$ cat src/rtl/neuron_mac.sv
// Sequential multiply-accumulate neuron stage: h = sat(sum(x_i * w_i) + bias) over N_INPUTS
// streamed elements, with a weight/bias config port and valid/ready handshakes on both sides.
module neuron_mac #(
    parameter int unsigned N_INPUTS = 2,
    parameter int unsigned DATA_W   = 8,
    parameter int unsigned ACC_W    = 16
) (
    input  logic                                clk,
    input  logic                                rst_n,
    input  logic                                cfg_we,
    input  logic [$clog2(N_INPUTS+1)-1:0]       cfg_addr,
    input  logic signed [DATA_W-1:0]            cfg_data,
    output logic                                cfg_ready,
    input  logic                                in_valid,
    output logic                                in_ready,
    input  logic signed [DATA_W-1:0]            in_data,
    output logic                                out_valid,
    input  logic                                out_ready,
    output logic signed [ACC_W-1:0]             h,
    output logic                                sat
);

    localparam int unsigned AddrW = $clog2(N_INPUTS + 1);
    localparam int unsigned ProdW = 2 * DATA_W;
    localparam logic signed [ACC_W-1:0] AccMax = {1'b0, {(ACC_W-1){1'b1}}};
    localparam logic signed [ACC_W-1:0] AccMin = {1'b1, {(ACC_W-1){1'b0}}};

    typedef enum logic [1:0] {StIdle, StAccum, StBias, StOut} state_e;

    state_e                    state_q, state_d;
    logic signed [ACC_W-1:0]   acc_q, acc_d;
    logic [AddrW-1:0]          idx_q, idx_d;
    logic                      sat_q, sat_d;
    logic signed [DATA_W-1:0]  w_q [N_INPUTS];
    logic signed [DATA_W-1:0]  bias_q;

    logic [AddrW-1:0]          sel_idx;
    logic signed [DATA_W-1:0]  w_sel;
    logic signed [ProdW-1:0]   prod;
    logic signed [ACC_W-1:0]   prod_ext;
    logic signed [ACC_W-1:0]   bias_ext;
    logic signed [ACC_W-1:0]   addend;
    logic [ACC_W:0]            sum_wide;
    logic                      ovf;
    logic signed [ACC_W-1:0]   sum_sat;
    logic                      cfg_wr;

    // The first element of a sample always pairs with w[0]; idx_q is only meaningful in ACCUM.
    assign sel_idx = (state_q == StIdle) ? '0 : idx_q;

    always_comb begin
        w_sel = '0;
        for (int i = 0; i < int'(N_INPUTS); i++) begin
            if (sel_idx == AddrW'(i)) begin
                w_sel = w_q[i];
            end
        end
    end

    assign prod     = ProdW'(in_data) * ProdW'(w_sel);
    assign prod_ext = ACC_W'(prod);
    assign bias_ext = ACC_W'(bias_q);
    assign addend   = (state_q == StBias) ? bias_ext : prod_ext;

    // One guard bit detects signed overflow; clamp toward the sign of the true sum.
    assign sum_wide = {acc_q[ACC_W-1], acc_q} + {addend[ACC_W-1], addend};
    assign ovf      = sum_wide[ACC_W] ^ sum_wide[ACC_W-1];
    assign sum_sat  = !ovf ? sum_wide[ACC_W-1:0] : (sum_wide[ACC_W] ? AccMin : AccMax);

    always_comb begin
        state_d   = state_q;
        acc_d     = acc_q;
        idx_d     = idx_q;
        sat_d     = sat_q;
        in_ready  = 1'b0;
        cfg_ready = 1'b0;
        out_valid = 1'b0;
        unique case (state_q)
            StIdle: begin
                in_ready  = 1'b1;
                cfg_ready = 1'b1;
                if (in_valid) begin
                    acc_d   = prod_ext;
                    idx_d   = AddrW'(1);
                    sat_d   = 1'b0;
                    state_d = (N_INPUTS == 1) ? StBias : StAccum;
                end
            end
            StAccum: begin
                in_ready = 1'b1;
                if (in_valid) begin
                    acc_d = sum_sat;
                    sat_d = sat_q | ovf;
                    idx_d = idx_q + AddrW'(1);
                    if (idx_q == AddrW'(N_INPUTS - 1)) begin
                        state_d = StBias;
                    end
                end
            end
            StBias: begin
                acc_d   = sum_sat;
                sat_d   = sat_q | ovf;
                state_d = StOut;
            end
            StOut: begin
                out_valid = 1'b1;
                if (out_ready) begin
                    idx_d   = '0;
                    state_d = StIdle;
                end
            end
            default: state_d = StIdle;
        endcase
    end

    always_ff @(posedge clk or negedge rst_n) begin
        if (!rst_n) begin
            state_q <= StIdle;
            acc_q   <= '0;
            idx_q   <= '0;
            sat_q   <= 1'b0;
        end else begin
            state_q <= state_d;
            acc_q   <= acc_d;
            idx_q   <= idx_d;
            sat_q   <= sat_d;
        end
    end

    // Writes land only in IDLE; an element accepted on the same edge already used the old value.
    assign cfg_wr = cfg_we & cfg_ready;

    always_ff @(posedge clk or negedge rst_n) begin
        if (!rst_n) begin
            bias_q <= '0;
            for (int i = 0; i < int'(N_INPUTS); i++) begin
                w_q[i] <= '0;
            end
        end else if (cfg_wr) begin
            for (int i = 0; i < int'(N_INPUTS); i++) begin
                if (cfg_addr == AddrW'(i)) begin
                    w_q[i] <= cfg_data;
                end
            end
            if (cfg_addr == AddrW'(N_INPUTS)) begin
                bias_q <= cfg_data;
            end
        end
    end

    assign h   = acc_q;
    assign sat = sat_q;

endmodule
$ cat config.mk
export PLATFORM = sky130hd
export DESIGN_NAME = neuron_mac
export DESIGN_NICKNAME = d
export VERILOG_FILES = /design/src/rtl/neuron_mac.sv
export SDC_FILE = /design/constraint.sdc
export NUM_CORES = 1
export LEC_CHECK = 0
export CORE_MARGIN = 2
export CORE_UTILIZATION = 46
export CTS_BUF_LIST = sky130_fd_sc_hd__clkbuf_16
export DETAILED_ROUTE_END_ITERATION = 8
export PLACE_DENSITY = 0.65
export SYNTH_ARGS = -nofsm -noshare
export SYNTH_HDL_FRONTEND = slang
export SYNTH_SLANG_ARGS = --single-unit
$ cat constraint.sdc
create_clock -name clk -period 9.1 [get_ports clk]
set_input_delay 0.91 -clock clk [delete_from_list [all_inputs] [get_ports clk]]
set_output_delay 0.91 -clock clk [all_outputs]
set_load 0.1 [all_outputs]
# == Word level (Yosys, flattened, before mapping) ==
# Cells that the tools add are included.
# totals
regBits,45
word_cells,58
# op_classes
addsub,2
n_eq_ne,11
bitwise,3
mux,22
n_reduce_logical,12
mul,1
# op_table
op,n
$mux W16,5
$pmux W16 S3,1
$add A16 B16 Y17,1
$mul A8 B8 Y16,1
$mux W8,2
$mux W2,6
$eq A2 B1 Y1 const B,4
$ne A2 B2 Y1 const B,4
$pmux W2 S4,1
$reduce_and A4 Y1,2
$eq A2 B2 Y1 const B,3
$logic_not A2 Y1,3
$pmux W2 S3,1
$reduce_and A2 Y1,3
$reduce_bool A3 Y1,2
$mux W1,5
$pmux W1 S3,1
$reduce_and A3 Y1,1
$add A2 B1 Y2 const B,1
$reduce_or A2 Y1,1
$and A1 B1 Y1,1
$or A1 B1 Y1,1
$xor A1 B1 Y1,1

# == Depth between registers and ports, before layout ==
# Gate-level depths: netlist (run 1).
# logic_depth
word_depth,12
ltp_mapped,35

# == Worst setup path after synthesis (run 1) ==
# No wires, ideal clock.
# synth_path
path_type,register to register
start,register state_q[1]
end,"register acc_q[7], in the netlist h[7]"
synth_period_minus_slack_ps,8101
setup_ps,132
t_required_ps,8968
setup_slack_ps,999
path_buffers,1
path_stages_with_launch,32
t_arrival_ps,7969
path_cell_list,dfrtp_1 inv_1 ha_1 clkbuf_1 nor2_1 a22oi_1 nor2_1 a21oi_1 nor2b_1 ha_1 inv_1 fa_1 inv_1 fa_1 inv_1 fa_1 inv_1 ha_1 nand3_1 o211ai_1 o41ai_1 o21ai_1 a31oi_1 xnor2_1 mux2_1 ha_1 nand4_1 o41ai_4 mux2i_4 nor2_4 a221oi_2 o21ai_1
# synth_via
elab_chain_cells,12
elab_cells_between_ends,21
# synth_rtl
element,line,rtl
from (decl),30,"state_e state_q, state_d;"
from (signal assigned),118,state_q <= StIdle;
from (signal assigned),123,state_q <= state_d;
$logic_not A2 Y1,"49, 78",
$mux W2,49,assign sel_idx = (state_q == StIdle) ? '0 : idx_q;
$logic_not A2 Y1,54,if (sel_idx == AddrW'(i)) begin
$mux W8 (2 in a row),54,
$mul A8 B8 Y16,60,assign prod = ProdW'(in_data) * ProdW'(w_sel);
$mux W16,63,assign addend = (state_q == StBias) ? bias_ext : prod_ext;
$add A16 B16 Y17,66,"assign sum_wide = {acc_q[ACC_W-1], acc_q} + {addend[ACC_W-1], addend};"
$mux W16 or $xor A1 B1 Y1 (tied branches),"68, 67",
$mux W16,68,assign sum_sat = !ovf ? sum_wide[ACC_W-1:0] : (sum_wide[ACC_W] ? AccMin : AccMax);
$mux W16,91,if (in_valid) begin
$pmux W16 S3,78,unique case (state_q)
to (signal assigned),119,acc_q <= '0;
to (signal assigned),124,acc_q <= acc_d;
to (decl),31,"logic signed [ACC_W-1:0] acc_q, acc_d;"
# Parallel ways exist; a longest one is shown, timed or not. The select of a mux whose other input is x is not followed.
# A chain may end at the register's enable or synchronous reset.

# == Worst setup path after layout (run 1) ==
# layout_path
start,register state_q[1]
end,"register acc_q[0], in the netlist h[0]"
# The elaborated chain is that of the path after synthesis.

==> metrics.txt, run 1 <==
Fill cells=1,126; Die X=about 120 um; number of global-route vias before repair=4,409; Layout area overhead=13.2%; XOR/XNOR Fraction of Synth Area=roughly 4.6%; first drt pass iteration count=5; crit path capture type=flip-flop; post-CTS setup buffer count=0; Final Max Slew Viols=0; IO Port Bufs=42; critical path arrival=approximately 8.5 ns; first-pass GRT wire length=between 20,000 and 25,000 um; synth warn=0; vias per inst=roughly 5.5; n_diodes=0; largest net degree at the start of global routing=46; RSZ-0062 raised after global routing=false; clock root buffer=clkbuf_16; CP peak stage delay=around 0.54 ns; Max Fanout on Critical Path=13; FF+latch count, synth=between 40 and 50; clock sink count=45; ys flop type=dfrtp_1; min Tclk post-route=around 8.3 ns; Synth area leaders=dfrtp_1, fa_1, ha_1; share of post-route cells with drive strength above 1=slightly above 9%; CTS Buf Count=5; multiplexer share of the synthesized area=7.22%; Final ANT Viol Nets=0; DRT iter0 DRCs=~230; core area=12,000 sq um; I/O Pins=43; die area=about 13,000 sq um; grt ovf=0; MaxCap Viol Count=0; Final Cycle Share=approximately nine tenths; Crit Path Class=reg2reg; pre-CTS setup slack=roughly 0.9 ns; Routed WL per cell=~17 um; Die Y=between 100 and 150 um; Syn Area/Cell=between 9 and 10 sq um; HPWL Detailed=about 11,000 um; Reg area=1130 sq um; CTS tree=built; worst rel slew slack=23.8%; Post-Route WL=approximately 14,000 um; Post-route DRC=0; Synth Cell Area=around 5700 sq um; Final WS setup=between 0.8 and 0.9 ns; clock insertion delay at the later pin of the skew report=0.30 ns; outcome=finished, final reports clean; Post-CTS Resized=0; final setup vio count=0; highest clock rate=between 100 and 150 MHz; hold buffer count at cts=0; simple-gate portion of the synthesized area=about 15%; clk buf depth=2; ys async rst share=100%; Unique masters post-synth=58; skew final=0.00947 ns; post-synth top area share=19.8%; Crit path required time=roughly 9.3 ns; sequential cell area fraction in the yosys report=roughly a fifth; final net count=approximately 800; Hold Violations, Final=0; Finished Core Util=between 50% and 60%; Post-Syn Nets=755; All-Layer GR Usage=21.4%; Cells after Synth=approximately 620; Core Rows=40; Hold Crit Class=reg2reg; Adder-Cell Fraction of Synth Area=between 30% and 40%; routability cong.=between 0.9 and 1; EDFF count, synth=0; Initial Util=between 40% and 50%; # H-tree levels=2; Worst-Margin Slew=between 1 and 1.5 ns; Worst setup SP type=flip-flop; cell accounting for the most synthesized area=dfrtp_1; compound-gate portion of the synthesized area=13.9%; CP max stage cell=fa_1; detailed-route via count=between 4,000 and 5,000; placed cell areas=~6300 sq um; total negative slack=0 ns; Design Area, Final=around 6400 sq um; Worst-path clk slew=0.07 ns; area taken by multi-input logic gates=between 4000 and 5000 sq um; largest family of logic cells by synthesized area=adder cells; initial antenna violation count=0
## cell type report
type,instances,area share (%)
Clock buffer,5,1.95
Clock inverter,3,0.739
Inverter,105,6.13
Multi-Input combinational cell,464,64.0
Sequential cell,45,17.5
Tap cell,147,2.86
Timing Repair Buffer,45,6.81
## path summary, 6_finish.rpt
check | from | endpoint | slack [ns] | depth (start not counted)
max in group asynchronous | rst_n | w_q[6] | 7.97 | 2
min in group asynchronous | rst_n | h[10] | 0.69 | 2
setup / recovery | state_q[1] | h[0] | 0.81 | 28
hold / removal | w_q[15] | w_q[15] | 0.51 | 1
setup reg to reg | state_q[1] | h[0] | 0.81 | 28
hold reg to reg | w_q[15] | w_q[15] | 0.51 | 1
## layer usage
metal,up-vias,global-route usage (%),routed length [um]
met1,2238,30.2,6510
met2,105,35.8,6620
met4,0,4.02,210
li1,2146,-,-
met3,16,2.64,500
met5,-,0,0
## per-stage QoR
step	instances	hold WS (ns)
after floorplan	624	0.474
after global placement	806	0.492
after detailed placement	806	0.496
after CTS	814	0.511
after global routing	814	0.533
final	814	0.510
## sequential cells by signal, summed over array words and instances (netlist names)
name and count:
bias_q 8, w_q 16, sat 1, h 16, state_q 2, idx_q 2
## worst max-delay path: cells and delay by family, from the launching register on
family | cells | cell delay, ns
adder cells (fa/ha/maj) | 7 | 3.26
buffers and inverters | 4 | 0.32
XOR/XNOR | 1 | 0.30
AND/OR/NAND/NOR | 4 | 0.98
flip-flops | 1 | 0.42
multiplexers | 1 | 0.27
AO/OA/AOI/OAI | 11 | 2.66
## synthesized netlist by cell type (all sizes together), types with 2 or more instances
| cell type | instances |
|---|---|
| fa | 56 |
| nand2b | 8 |
| nor2b | 31 |
| a211oi | 4 |
| maj3 | 2 |
| and2 | 14 |
| o31ai | 2 |
| and3 | 2 |
| xor2 | 10 |
| a21oi | 39 |
| a311oi | 2 |
| dfrtp | 45 |
| a22o | 3 |
| a21o | 6 |
| nor3 | 9 |
| nor4 | 3 |
| nand2 | 41 |
| o21ai | 29 |
| a31oi | 11 |
| or2 | 3 |
| o41ai | 2 |
| mux2i | 6 |
| ha | 52 |
| nor2 | 47 |
| nand3 | 9 |
| o211ai | 2 |
| a22oi | 4 |
| o21bai | 3 |
| inv | 105 |
| mux2 | 30 |
| clkbuf | 9 |
| xnor2 | 20 |
## cells by family after synthesis
group / after synthesis
compound gates: 117
xor+xnor: 30
fa+ha+maj: 110
buf+inv: 115
flops: 45
mux: 36
simple gates: 171
## cell usage in the layout, fill, tap and decap left out, drive strengths merged, types with 2 or more instances in the layout
| cell | n |
|---|---|
| dfrtp | 45 |
| xor2 | 10 |
| nand3 | 9 |
| buf | 4 |
| o21ai | 29 |
| nand2 | 41 |
| nor3 | 9 |
| o41ai | 2 |
| nor4 | 3 |
| and3 | 2 |
| nor2b | 31 |
| a21o | 6 |
| nand2b | 8 |
| a22oi | 4 |
| or2 | 3 |
| o211ai | 2 |
| maj3 | 2 |
| o31ai | 2 |
| a21oi | 39 |
| and2 | 14 |
| a311oi | 2 |
| inv | 107 |
| clkdlybuf4s50 | 41 |
| a211oi | 4 |
| o21bai | 3 |
| a22o | 3 |
| mux2 | 30 |
| clkbuf | 5 |
| xnor2 | 20 |
| ha | 52 |
| fa | 56 |
| nor2 | 47 |
| mux2i | 6 |
| a31oi | 11 |
Power of run 1 is left out: the tool's default activity adds up to more than one toggle a clock period on the data nets, which glitch-free logic cannot reach.
==> run 2: changes to the inputs <==
ABC_AREA = 0   (was default)
CTS_BUF_LIST = default   (was sky130_fd_sc_hd__clkbuf_16)
==> results of run 2 <==
Final layout, timing and power as in run 1 (identical DEF).
Power of run 2 is left out for the same reason.
==> run 3: changes to the inputs <==
CORE_MARGIN = 3   (was 2)
==> run 3 against run 2 <==
Largest cell class unchanged; final area up 0.21%; routed wire length down 2.7%; fmax down 0.19%; register-to-register slack worse by 0.02 ns; setup slack worse by 0.016 ns; sequential share of layout area about the same; global-route usage down 0.67 points.
==> metrics.txt, run 3 (same netlist as run 1, synthesis figures left out) <==
CP Buf/Inv Count=3 (-1); Post-route DRC=0 (unchanged); n_diodes=0 (unchanged); HPWL Detailed=11,200 um (-0.28%); Routed WL per cell=16.2 um (-4.6%); Final Max Slew Viols=0 (unchanged); RSZ-0062 raised after global routing=false; skew final=0.00645 ns (-0.00302 ns); Final Cycle Share=91.3% (+0.17 points); clock sink count=45 (unchanged); Die X=117 um (+1.7%); # H-tree levels=2 (unchanged); Hold Crit Class=reg2reg; Worst-path clk slew=0.07 ns (about the same); vias per inst=5.38 (-2.8%); CTS Buf Count=5 (unchanged); share of post-route cells with drive strength above 1=9.01% (-0.14 points); Fill cells=1,068 (-5.2%); Layout area overhead=13.4%; Core Rows=39 (-2.5%); worst rel slew slack=22.4% (-1.5 points); MaxCap Viol Count=0 (unchanged); worst flop-to-flop path startpoint=state_q[0]; Post-CTS Resized=0 (unchanged); outcome=finished, final reports clean; All-Layer GR Usage=20.7% (-0.67 points); clk buf depth=2 (unchanged); first drt pass iteration count=5 (unchanged); highest clock rate=120 MHz (-0.19%); I/O Pins=43 (unchanged); Max Fanout on Critical Path=13 (unchanged); r2r worst-path depth=26 (-7.1%); crit path capture type=flip-flop; Hold Violations, Final=0 (unchanged); routability cong.=0.852 (-8.2%); Worst-Margin Slew=1.16 ns (+0.0217 ns); CP peak stage delay=0.80 ns (+0.26 ns); min Tclk post-route=8.31 ns (+0.0158 ns); DRT iter0 DRCs=294 (+30%); grt ovf=0 (unchanged); WP depth=26 (-7.1%); die area=13,700 sq um (+3.5%); final setup vio count=0 (unchanged); detailed-route via count=4,467 (-0.84%); setup slack on the worst flop-to-flop path=0.79 ns (-0.02 ns); final net count=796 (-0.13%); Worst path top cell family by delay=adder cells; clock root buffer=clkbuf_16; Critical R2R Capture=h[7]; Post-Route WL=13,500 um (-2.7%); Crit path required time=9.28 ns (-0.03 ns); largest net degree at the start of global routing=46 (unchanged); crit path from=state_q[0]; IO Port Bufs=42 (unchanged); Crit Path Class=reg2reg; first-pass GRT wire length=22,400 um (+0.96%); initial antenna violation count=0 (unchanged); Initial Util=48.3% (+1.0 points); CP max stage cell=a32oi_1; CTS tree=built; HP Start=w_q[5]; Final ANT Viol Nets=0 (unchanged); most frequent cells in the layout=inv_1, fa_1, ha_1; Worst setup SP type=flip-flop; hold path depth=1 (unchanged); post-CTS setup buffer count=0 (unchanged); hold endpoint=w_q[5]; Most Frequent Cell on Critical Path=fa_1; clock insertion delay at the later pin of the skew report=0.29 ns (about the same); hold buffer count at cts=0 (unchanged); core area=11,800 sq um (-2.1%); most common cell after layout, fill and taps aside=inv_1; critical path arrival=8.49 ns (about the same); total negative slack=0 ns (unchanged); Die Y=117 um (+1.7%); number of global-route vias before repair=4,619 (+4.8%)
## run 3: stage by stage
step           util [%]  std cells  worst slack [ns]  instance area (sq um)  hold slack [ns]
3_5_place_dp       53.3        822             0.846                   6270            0.499
4_1_cts            54.8        830             0.817                   6440            0.517
5_1_grt            54.8        830             0.227                   6440            0.530
2_1_floorplan         -        624             0.999                   5680            0.474
6_report           54.8        830             0.792                   6440            0.515
3_3_place_gp       53.3        822              1.22                   6270            0.491
## run 3: layout make-up
class / instances / area, sq um / area share (%)
inverters: 105 / 394 / 6.12
repair buffers: 44 / 430 / 6.68
clock buffers: 5 / 125 / 1.94
well taps: 164 / 205 / 3.18
multi-input cells: 464 / 4120 / 63.9
flip-flops and latches: 45 / 1130 / 17.5
clock inverters: 3 / 47.5 / 0.738
## run 3: worst max path at each step
stage          slack (ns)   end
4_1_cts              0.82  h[7]
6_report             0.79  h[7]
3_3_place_gp         1.22  h[7]
3_5_place_dp         0.85  h[7]
2_1_floorplan         1.0  h[7]
5_1_grt              0.23  h[7]
## run 3: layer usage
metal | GRT usage, % | part of all wire, % | up-vias
met5 | 0 | 0 | -
met4 | 4.05 | 1.5 | 0
met3 | 2.57 | 3.6 | 18
met2 | 35.5 | 48 | 117
met1 | 28.5 | 46 | 2187
li1 | - | - | 2145
Power of run 3 is left out for the same reason.
